## src/rtl/dual_issue_dcache_arbiter_pkg.sv

```systemverilog
// Shared definitions for the dual-issue data cache arbiter.
// These encodings are also used by the pre-memory stage.
//   grant_state_t : grant FSM state encodings
//   TAG_01/TAG_02 : slot tags stored in the outstanding-request FIFO
//   SIZE_B/H/W    : access size encodings on size_0x / data_cache_size
package dual_issue_dcache_arbiter_pkg;

    typedef enum logic [1:0] {
        G_IDLE   = 2'd0,
        G_LOCK01 = 2'd1,
        G_LOCK02 = 2'd2
    } grant_state_t;

    localparam logic TAG_01 = 1'b0;
    localparam logic TAG_02 = 1'b1;

    localparam logic [1:0] SIZE_B = 2'd0;
    localparam logic [1:0] SIZE_H = 2'd1;
    localparam logic [1:0] SIZE_W = 2'd2;

    // Route a cache response to one slot: the data is forced to zero when that slot is not selected
    function automatic logic [31:0] route_rdata(input logic sel, input logic [31:0] rdata);
        return sel ? rdata : 32'h0000_0000;
    endfunction

endpackage

```

## src/rtl/dcache_tag_fifo.sv

```systemverilog
// In-order 1-bit tag FIFO that records the slot of each cache request that has been
// accepted but not yet answered.
// Ports:
//   clk, reset            : clock, asynchronous active-high reset
//   i_push, i_push_tag    : enqueue one tag
//   i_pop                 : dequeue the head tag (ignored when empty)
//   o_head_tag            : tag at the FIFO head
//   o_full, o_empty       : occupancy flags
//   o_count               : number of stored tags (0..OUTST_DEPTH)
module dcache_tag_fifo #(
    parameter int OUTST_DEPTH = 4,
    parameter int CNT_W       = 3
) (
    input  logic             clk,
    input  logic             reset,
    input  logic             i_push,
    input  logic             i_push_tag,
    input  logic             i_pop,
    output logic             o_head_tag,
    output logic             o_full,
    output logic             o_empty,
    output logic [CNT_W-1:0] o_count
);

    localparam int PTR_W = (OUTST_DEPTH > 1) ? $clog2(OUTST_DEPTH) : 1;

    logic [OUTST_DEPTH-1:0] r_mem;
    logic [PTR_W-1:0]       r_wr_ptr;
    logic [PTR_W-1:0]       r_rd_ptr;
    logic [CNT_W-1:0]       r_count;
    logic                   w_do_push;
    logic                   w_do_pop;

    assign o_full     = (r_count == CNT_W'(OUTST_DEPTH));
    assign o_empty    = (r_count == {CNT_W{1'b0}});
    assign o_count    = r_count;
    assign o_head_tag = r_mem[r_rd_ptr];

    // When full, a push is only legal together with a pop that frees the slot
    assign w_do_pop  = i_pop & ~o_empty;
    assign w_do_push = i_push & (~o_full | w_do_pop);

    // Storage and pointers; depth is a power of two so pointers wrap naturally
    always_ff @(posedge clk or posedge reset) begin
        if (reset) begin
            r_mem    <= {OUTST_DEPTH{1'b0}};
            r_wr_ptr <= {PTR_W{1'b0}};
            r_rd_ptr <= {PTR_W{1'b0}};
        end else begin
            if (w_do_push) begin
                r_mem[r_wr_ptr] <= i_push_tag;
                r_wr_ptr        <= r_wr_ptr + PTR_W'(1);
            end
            if (w_do_pop) begin
                r_rd_ptr <= r_rd_ptr + PTR_W'(1);
            end
        end
    end

    // Occupancy counter: simultaneous push and pop leaves it unchanged
    always_ff @(posedge clk or posedge reset) begin
        if (reset) begin
            r_count <= {CNT_W{1'b0}};
        end else begin
            case ({w_do_push, w_do_pop})
                2'b10:   r_count <= r_count + CNT_W'(1);
                2'b01:   r_count <= r_count - CNT_W'(1);
                default: r_count <= r_count;
            endcase
        end
    end

endmodule

```

## src/rtl/dual_issue_dcache_arbiter.sv

```systemverilog
// Merges the two per-slot data memory requests of the dual-issue pipeline onto the
// single-port data cache and routes the in-order responses back to their slots.
// Slot 01 (inst1) is always issued before slot 02 (inst2).
// Ports:
//   clk, reset                         : clock, asynchronous active-high reset
//   req/wr/size/addr/wstrb/wdata_0x    : per-slot request from the pre-memory stage
//   addr_ok_0x                         : slot request accepted by the cache this cycle
//   data_ok_0x, rdata_0x               : per-slot response to the memory stage
//   data_cache_*                       : muxed request / response on the cache port
//   outst_cnt                          : accepted-but-unanswered request count
//   err_unexp                          : sticky, response seen with nothing outstanding
module dual_issue_dcache_arbiter
    import dual_issue_dcache_arbiter_pkg::*;
#(
    parameter int OUTST_DEPTH = 4,
    parameter int CNT_W       = 3
) (
    input  logic             clk,
    input  logic             reset,
    input  logic             req_01,
    input  logic             wr_01,
    input  logic [1:0]       size_01,
    input  logic [31:0]      addr_01,
    input  logic [3:0]       wstrb_01,
    input  logic [31:0]      wdata_01,
    input  logic             req_02,
    input  logic             wr_02,
    input  logic [1:0]       size_02,
    input  logic [31:0]      addr_02,
    input  logic [3:0]       wstrb_02,
    input  logic [31:0]      wdata_02,
    output logic             addr_ok_01,
    output logic             addr_ok_02,
    output logic             data_ok_01,
    output logic             data_ok_02,
    output logic [31:0]      rdata_01,
    output logic [31:0]      rdata_02,
    output logic             data_cache_req,
    output logic             data_cache_wr,
    output logic [1:0]       data_cache_size,
    output logic [31:0]      data_cache_addr,
    output logic [3:0]       data_cache_wstrb,
    output logic [31:0]      data_cache_wdata,
    input  logic             data_cache_addr_ok,
    input  logic             data_cache_data_ok,
    input  logic [31:0]      data_cache_rdata,
    output logic [CNT_W-1:0] outst_cnt,
    output logic             err_unexp
);

    grant_state_t r_state;
    grant_state_t w_next_state;
    logic         w_pres_01;
    logic         w_pres_02;
    logic         w_full;
    logic         w_empty;
    logic         w_head_tag;
    logic         w_push;
    logic         w_pop;
    logic         r_err_unexp;

    // Grant state register
    always_ff @(posedge clk or posedge reset) begin
        if (reset) begin
            r_state <= G_IDLE;
        end else begin
            r_state <= w_next_state;
        end
    end

    // Next state: a presented but unaccepted slot locks the port to that slot
    always_comb begin
        w_next_state = G_IDLE;
        if (w_pres_01 && !data_cache_addr_ok) begin
            w_next_state = G_LOCK01;
        end else if (w_pres_02 && !data_cache_addr_ok) begin
            w_next_state = G_LOCK02;
        end else begin
            w_next_state = G_IDLE;
        end
    end

    // Slot presentation. Nothing is granted while reset is asserted so the cache port is
    // quiet at once. A lock is only entered when not full, so it stays presented when full.
    always_comb begin
        w_pres_01 = 1'b0;
        w_pres_02 = 1'b0;
        if (reset) begin
            w_pres_01 = 1'b0;
            w_pres_02 = 1'b0;
        end else begin
            case (r_state)
                G_IDLE: begin
                    // req_01 is checked first so slot 02 never overtakes a pending slot 01
                    if (req_01 && !w_full) begin
                        w_pres_01 = 1'b1;
                    end else if (req_02 && !w_full && !req_01) begin
                        w_pres_02 = 1'b1;
                    end else begin
                        w_pres_01 = 1'b0;
                        w_pres_02 = 1'b0;
                    end
                end
                G_LOCK01: w_pres_01 = 1'b1;
                G_LOCK02: w_pres_02 = 1'b1;
                default: begin
                    w_pres_01 = 1'b0;
                    w_pres_02 = 1'b0;
                end
            endcase
        end
    end

    // Request field mux; all fields are zero when nothing is presented
    always_comb begin
        data_cache_req   = w_pres_01 | w_pres_02;
        data_cache_wr    = 1'b0;
        data_cache_size  = 2'd0;
        data_cache_addr  = 32'h0000_0000;
        data_cache_wstrb = 4'h0;
        data_cache_wdata = 32'h0000_0000;
        if (w_pres_01) begin
            data_cache_wr    = wr_01;
            data_cache_size  = size_01;
            data_cache_addr  = addr_01;
            data_cache_wstrb = wstrb_01;
            data_cache_wdata = wdata_01;
        end else if (w_pres_02) begin
            data_cache_wr    = wr_02;
            data_cache_size  = size_02;
            data_cache_addr  = addr_02;
            data_cache_wstrb = wstrb_02;
            data_cache_wdata = wdata_02;
        end else begin
            data_cache_wr    = 1'b0;
            data_cache_size  = 2'd0;
            data_cache_addr  = 32'h0000_0000;
            data_cache_wstrb = 4'h0;
            data_cache_wdata = 32'h0000_0000;
        end
    end

    // Accept handshake and response routing from the FIFO head tag
    always_comb begin
        addr_ok_01 = w_pres_01 & data_cache_addr_ok;
        addr_ok_02 = w_pres_02 & data_cache_addr_ok;
        w_push     = addr_ok_01 | addr_ok_02;
        w_pop      = data_cache_data_ok & ~w_empty;
        data_ok_01 = w_pop & (w_head_tag == TAG_01);
        data_ok_02 = w_pop & (w_head_tag == TAG_02);
        rdata_01   = route_rdata(data_ok_01, data_cache_rdata);
        rdata_02   = route_rdata(data_ok_02, data_cache_rdata);
    end

    // Sticky error: a response arrived with no request outstanding
    always_ff @(posedge clk or posedge reset) begin
        if (reset) begin
            r_err_unexp <= 1'b0;
        end else if (data_cache_data_ok && w_empty) begin
            r_err_unexp <= 1'b1;
        end else begin
            r_err_unexp <= r_err_unexp;
        end
    end

    assign err_unexp = r_err_unexp;

    dcache_tag_fifo #(
        .OUTST_DEPTH (OUTST_DEPTH),
        .CNT_W       (CNT_W)
    ) u_tag_fifo (
        .clk        (clk),
        .reset      (reset),
        .i_push     (w_push),
        .i_push_tag (w_pres_02 ? TAG_02 : TAG_01),
        .i_pop      (w_pop),
        .o_head_tag (w_head_tag),
        .o_full     (w_full),
        .o_empty    (w_empty),
        .o_count    (outst_cnt)
    );

endmodule

```

## config.mk

```make
export PLATFORM = sky130hd
export DESIGN_NAME = dual_issue_dcache_arbiter
export DESIGN_NICKNAME = d
export VERILOG_FILES = /design/src/rtl/dual_issue_dcache_arbiter_pkg.sv /design/src/rtl/dcache_tag_fifo.sv /design/src/rtl/dual_issue_dcache_arbiter.sv
export SDC_FILE = /design/constraint.sdc
export NUM_CORES = 1
export LEC_CHECK = 0
export CAP_MARGIN = 20
export CORE_AREA = 3 3 124 126
export CTS_CLUSTER_SIZE = 14
export DETAILED_ROUTE_END_ITERATION = 7
export DIE_AREA = 0 0 127 129
export SYNTH_ARGS = -nofsm -noshare
export SYNTH_HDL_FRONTEND = slang
export SYNTH_SLANG_ARGS = --single-unit
```

## constraint.sdc

```tcl
create_clock -name clk -period 2.9 [get_ports clk]
set_clock_uncertainty 0.05 [all_clocks]
set_input_delay 0.29 -clock clk [delete_from_list [all_inputs] [get_ports clk]]
set_output_delay 0.29 -clock clk [all_outputs]
set_load 0.03 [all_outputs]
```

Word-level counts from Yosys, hierarchy flattened
Index checks and enable logic that the tools add are counted.
{"block": "word_totals", "output_inout_bits": 144, "inputBits": 180, "register_bits": 14, "elab_cells": 72}
{"block": "op_classes", "n_reduce_logical": 13, "n_mux": 28, "bitwise_logic": 13, "addsub": 4, "n_eq_ne": 5, "order_cmp": 3}
{"op": "32-bit 2-to-1 mux", "count": 6}
{"op": "1-bit 2-to-1 mux", "count": 10}
{"op": "2-bit 2-to-1 mux", "count": 4}
{"op": "4-bit 2-to-1 mux", "count": 2}
{"op": "1-bit AND", "count": 7}
{"op": "1-bit logical AND", "count": 7}
{"op": "2-bit by 3-bit less-than comparator with 1-bit output (second input constant)", "count": 2}
{"op": "3-bit one-hot mux with 2 select lines", "count": 1}
{"op": "2-bit by 1-bit adder with 2-bit output (second input constant)", "count": 2}
{"op": "4-bit bitwise mux", "count": 1}
{"op": "2-bit by 1-bit == test with 1-bit output (second input constant)", "count": 2}
{"op": "2-bit == test (second input constant)", "count": 2}
{"op": "1-bit one-hot mux with 2 select lines", "count": 2}
{"op": "3-bit by 1-bit adder with 3-bit output (second input constant)", "count": 1}
{"op": "3-bit == test (second input constant)", "count": 1}
{"op": "1-bit zero test", "count": 3}
{"op": "3-bit zero test", "count": 1}
{"op": "1-bit NOT", "count": 3}
{"op": "1-bit OR", "count": 3}
{"op": "3-bit by 1-bit subtractor with 3-bit output (second input constant)", "count": 1}
{"op": "1-bit binary-select mux with 2-bit select", "count": 1}
{"op": "1-bit demux with 2-bit select", "count": 1}
{"op": "2-bit by 1-bit >= comparator with 1-bit output (second input constant)", "count": 1}
{"op": "2-bit zero test", "count": 1}
{"op": "2-bit nonzero test", "count": 1}

Depth between registers and ports, before layout
Gate-level depths: netlist of run 1.
{"block": "logic_depth", "word_depth": 13, "mapped_depth": 10, "ltp_nobuf": 9}

Hierarchy
A second synthesis of run 1 with hierarchy kept.
{"block": "unflattened", "cells_unflattened": 231, "hier_area_um2": 1994.4}
{"module": "dual_issue_dcache_arbiter", "instances": 1, "cells_each": 180, "seq_area_each_um2": 75.1, "area_each_um2": 1372.6}
{"module": "dcache_tag_fifo", "instances": 1, "cells_each": 51, "seq_area_each_um2": 275.3, "area_each_um2": 621.8}

Least setup slack after synthesis of run 1
No wires, ideal clock.
{"block": "synth_timing", "path_type": "register to register", "startpoint": "register u_tag_fifo.r_count[2], in the netlist u_tag_fifo.o_count[2]", "endpoint": "register u_tag_fifo.r_count[2], in the netlist u_tag_fifo.o_count[2]", "required_ps": 2769, "path_stages_with_launch": 9, "n_path_buf": 0, "synth_period_minus_slack_ps": 2430, "slack_ps": 470, "arrival_ps": 2299, "setup_time_ps": 81, "path_cell_list": "dfrtp_1 > or3b_4 > o211ai_1 > ha_1 > inv_1 > fa_1 > xor2_1 > nor2_1 > xor2_1"}
{"block": "synth_between", "elab_chain_len": 13, "word_cells_on_any_way": 28, "cone_classes": "add/sub: 2; eq/ne: 3; mux: 8; bitwise: 9; reduce/logical: 6"}
{"element": "start, declared", "line": "dcache_tag_fifo.sv:30", "text": "logic [CNT_W-1:0] r_count;"}
{"element": "start signal, assigned", "line": "dcache_tag_fifo.sv:63", "text": "r_count <= {CNT_W{1'b0}};"}
{"element": "start signal, assigned", "line": "dcache_tag_fifo.sv:66", "text": "2'b10: r_count <= r_count + CNT_W'(1);"}
{"element": "start signal, assigned", "line": "dcache_tag_fifo.sv:67", "text": "2'b01: r_count <= r_count - CNT_W'(1);"}
{"element": "3-bit == test", "line": "dcache_tag_fifo.sv:34", "text": "assign o_full = (r_count == CNT_W'(OUTST_DEPTH));"}
{"element": "1-bit zero test", "line": "dual_issue_dcache_arbiter.sv:95, dual_issue_dcache_arbiter.sv:97"}
{"element": "1-bit logical AND (2 in a row)", "line": "dual_issue_dcache_arbiter.sv:97", "text": "end else if (req_02 && !w_full && !req_01) begin"}
{"element": "1-bit 2-to-1 mux", "line": "dual_issue_dcache_arbiter.sv:97"}
{"element": "1-bit 2-to-1 mux", "line": "dual_issue_dcache_arbiter.sv:95", "text": "if (req_01 && !w_full) begin"}
{"element": "1-bit one-hot mux with 2 select lines", "line": "dual_issue_dcache_arbiter.sv:92", "text": "case (r_state)"}
{"element": "1-bit 2-to-1 mux", "line": "dual_issue_dcache_arbiter.sv:88", "text": "if (reset) begin"}
{"element": "1-bit AND", "line": "dual_issue_dcache_arbiter.sv:146", "text": "addr_ok_02 = w_pres_02 & data_cache_addr_ok;"}
{"element": "1-bit OR", "line": "dual_issue_dcache_arbiter.sv:147", "text": "w_push = addr_ok_01 | addr_ok_02;"}
{"element": "1-bit AND", "line": "dcache_tag_fifo.sv:41", "text": "assign w_do_push = i_push & (~o_full | w_do_pop);"}
{"element": "2-bit by 1-bit == test with 1-bit output / 2-bit == test (equally long branches)", "line": "dcache_tag_fifo.sv:65", "text": "case ({w_do_push, w_do_pop})"}
{"element": "3-bit one-hot mux with 2 select lines / 2-bit nonzero test (equally long branches)"}
Parallel ways exist; a longest one is shown, timed or not.
A chain may end at the register's enable or synchronous reset.

Final worst setup path of run 1
{"block": "layout_timing", "startpoint": "register u_tag_fifo.r_rd_ptr[0]", "endpoint": "output rdata_02[15]"}
{"block": "layout_between", "elab_chain_len": 4}
{"element": "start, declared", "line": "dcache_tag_fifo.sv:29", "text": "logic [PTR_W-1:0] r_rd_ptr;"}
{"element": "start signal, assigned", "line": "dcache_tag_fifo.sv:48", "text": "r_rd_ptr <= {PTR_W{1'b0}};"}
{"element": "start signal, assigned", "line": "dcache_tag_fifo.sv:55", "text": "r_rd_ptr <= r_rd_ptr + PTR_W'(1);"}
{"element": "1-bit binary-select mux with 2-bit select", "line": "dcache_tag_fifo.sv:37", "text": "assign o_head_tag = r_mem[r_rd_ptr];"}
{"element": "1-bit 2-to-1 mux (implied by the code)", "line": "dcache_tag_fifo.sv:37"}
{"element": "1-bit AND", "line": "dual_issue_dcache_arbiter.sv:150", "text": "data_ok_02 = w_pop & (w_head_tag == TAG_02);"}
{"element": "32-bit 2-to-1 mux", "line": "dual_issue_dcache_arbiter_pkg.sv:23", "text": "return sel ? rdata : 32'h0000_0000;"}
{"element": "end, declared", "line": "dual_issue_dcache_arbiter.sv:37", "text": "output logic [31:0] rdata_02,"}
Every way passes these cells. The select of a mux whose other input is x is not followed.

==> summary.md, run 1 <==
| Metric | Value |
|---|---|
| CP Class | `reg -> out` |
| Htree depth | `1` |
| PD cells | `669 nW/um^2` |
| Chip width | `roughly 130 um` |
| Largest net degree at the start of global routing | `76` |
| Synthesized area | `between 1500 and 2000 um^2` |
| Leakage power | `approximately 0.0024 uW` |
| Row cnt | `44` |
| Post-cts hold buffer count | `0` |
| Worst slew pin tran | `~0.55 ns` |
| TritonCTS clock tree | `yes` |
| Clk buf depth | `2` |
| # DRC | `0` |
| Die area | `between 15,000 and 20,000 um^2` |
| DP Wirelength | `just over 9000 um` |
| Sequential area share after synthesis | `roughly 18%` |
| Worst slew margin | `between 60% and 70%` |
| Clock root buffer | `clkbuf_16` |
| Via density per instance | `4.28` |
| Die Ht | `roughly 130 um` |
| Post-Syn Area per Cell | `about 8.5 um^2` |
| First-pass GRT wire length | `about 16,000 um` |
| Antenna violations before repair | `0` |
| Setup TNS | `0 ns` |
| Synth unique cells | `33` |
| Final Critical Period | `around 2.7 ns` |
| Endpoints failing hold | `0` |
| F_max | `approximately 370 MHz` |
| Antenna cells | `0` |
| Net count after synthesis | `~420` |
| CTS Sinks | `14` |
| Post-layout nets | `about 720` |
| Synth Warn # | `0` |
| Crit-path max FO | `34` |
| Synth Register Bits | `14` |
| # IOs | `about 320` |
| CORE AREA | `about 14,000 um^2` |
| Worst vdd ir | `between 0.3 and 0.4 mV` |
| CP Launch Type | `flop` |
| Routed WL | `11,200 um` |
| Max-Cap Viols | `0` |
| TritonRoute pass-1 iters | `4` |
| Worst-skew pair later-pin latency | `roughly 0.24 ns` |
| Fillers | `roughly 1,500` |
| Commonest non-fill, non-tap cell in the layout | `clkdlybuf4s50_1` |
| Clock-pin slew on the worst setup and hold paths | `around 0.05 ns` |
| Tcrit/Tclk final | `93.1%` |
| RePlAce Congestion | `between 0.8 and 0.9` |
| Port Buffers | `around 320` |
| Share of post-route cells with drive strength above 1 | `a little under a quarter` |
| Vias in the first global route | `approximately 3,100` |
| GR Util All Layers | `between 10% and 20%` |
| Unrepaired setup endpoints after global routing | `no` |
| Critical path required time | `~2.6 ns` |
| CP Data Arrival Time | `2.36 ns` |
| Most frequent cells in the layout | `clkdlybuf4s50_1, buf_4, a22o_1` |
| DRT iter0 DRCs | `roughly 120` |
| CTS Buf Count | `3` |
| Detail Route Antenna Nets | `0` |
| Final Setup Violations | `0` |
| GRT overflow | `0` |
| Vias | `approximately 3,000` |
| Pins Over Slew Limit | `0` |
| Initial core utilization | `13.6%` |
| Routed len/inst | `between 15 and 20 um` |
| Hold WC Path Type | `reg -> reg` |
| Outcome | `completed` |
| Syn Inst Count | `230` |
| Post_cts resized | `0` |
| Area Growth Syn to Fin | `166%` |
| Layout Utilization | `36.2%` |
| Critical Path Sink Type | `output port` |
| Post-CTS Setup Inserts | `0` |
## metrics by stage
| step | instance area, um^2 | total power, uW | cells | hold slack (ns) | setup WS [ns] |
|---|---|---|---|---|---|
| 6_report | 5220 | 3490 | 720 | 0.407 | 0.199 |
| 5_1_grt | 5220 | 3690 | 720 | 0.449 | 0.128 |
| 4_1_cts | 5220 | 3530 | 720 | 0.405 | 0.202 |
| 3_5_place_dp | 5130 | 3220 | 716 | 0.394 | 0.300 |
| 3_3_place_gp | 5130 | 3210 | 716 | 0.398 | 0.326 |
| 2_1_floorplan | 1960 | 2040 | 230 | 0.129 | 0.470 |
## critical path: stages (launching register included)
cell,delay [ns]
dfrtp_1,0.41
mux4_2,0.79
and3_1,0.30
clkdlybuf4s50_1,0.60
## synthesized netlist by cell type, drive strengths merged
| cell | n | area share, % |
|---|---|---|
| a21o | 1 | 0.38 |
| and2 | 35 | 11 |
| fa | 1 | 1.0 |
| and3 | 32 | 10 |
| a211oi | 1 | 0.38 |
| nand2b | 1 | 0.32 |
| or2 | 1 | 0.32 |
| buf | 12 | 4.7 |
| nor4b | 1 | 0.76 |
| o21a | 2 | 0.76 |
| o31a | 1 | 0.45 |
| dfrtp | 14 | 18 |
| mux2i | 1 | 0.51 |
| mux2 | 1 | 0.57 |
| nor4 | 3 | 0.96 |
| a32o | 4 | 2.0 |
| o211ai | 1 | 0.38 |
| a22o | 71 | 32 |
| a31oi | 1 | 0.64 |
| nand3 | 4 | 1.0 |
| mux4 | 1 | 1.1 |
| xnor2 | 4 | 1.8 |
| nand2 | 1 | 0.19 |
| nor3 | 3 | 1.3 |
| inv | 8 | 1.5 |
| xor2 | 2 | 0.89 |
| nor2 | 3 | 0.70 |
| or3b | 1 | 0.57 |
| ha | 5 | 3.2 |
| clkbuf | 14 | 2.7 |
## metal layers
metal  part of all wire (%)  wire length (um)  vias up  track usage (%)
met5                      0                 0        -                0
met4                   0.89               100        0             1.83
met3                    8.6               959        6             2.78
met2                     54              6050      162             23.5
met1                     36              4070     1414             12.8
li1                       -                 -     1497                -
## cells by family (layout without fill, tap and decap cells)
| kind of cell | count (synthesis) | after routing | share of synthesized area [%] |
|---|---|---|---|
| fa+ha+maj | 6 | 6 | 4.21 |
| xor+xnor | 6 | 6 | 2.68 |
| simple gates | 85 | 85 | 27.5 |
| compound gates | 82 | 82 | 36.7 |
| flops | 14 | 14 | 17.8 |
| buf+inv | 34 | 340 | 8.86 |
| mux | 3 | 3 | 2.23 |
## registers in the layout, indices dropped and copies added, names as in the netlist
signal / cells
r_state: 2
u_tag_fifo.r_rd_ptr: 2
err_unexp: 1
u_tag_fifo.r_wr_ptr: 2
u_tag_fifo.o_count: 3
u_tag_fifo.r_mem: 4
## layout make-up
type	instances	area, um^2	share of cell area, %
sequential	14	350	6.71
timing repair buffer	328	3070	58.8
inverter	8	30.0	0.575
clock buffer	4	88.8	1.70
tap	184	230	4.41
multi-input combinational	182	1450	27.8
## power by group
group / total [uW] / internal [uW] / switching (uW)
registers: 377 / 284 / 92.8
clock network: 289 / 209 / 80.5
logic: 2830 / 1220 / 1600
## worst paths after layout
path | slack (ns) | depth (start not counted) | start | endpoint
worst max-delay path | 0.20 | 3 | u_tag_fifo.r_rd_ptr[0] | rdata_02[15]
worst min-delay path | 0.41 | 1 | err_unexp | err_unexp
worst max register to register | 0.46 | 8 | u_tag_fifo.o_count[0] | u_tag_fifo.o_count[2]
worst min register to register | 0.41 | 1 | err_unexp | err_unexp
max in group asynchronous | 1.92 | 2 | reset | u_tag_fifo.r_rd_ptr[1]
min in group asynchronous | 0.51 | 2 | reset | r_state[1]
Note: power is estimated with default switching activity, not from simulation.
==> run 2, diff against run 1 <==
Settings changed: HOLD_SLACK_MARGIN set to 0.08, SLEW_MARGIN set to 20.
==> results of run 2 <==
No change in the layout: final DEF, timing and power equal those of run 1.
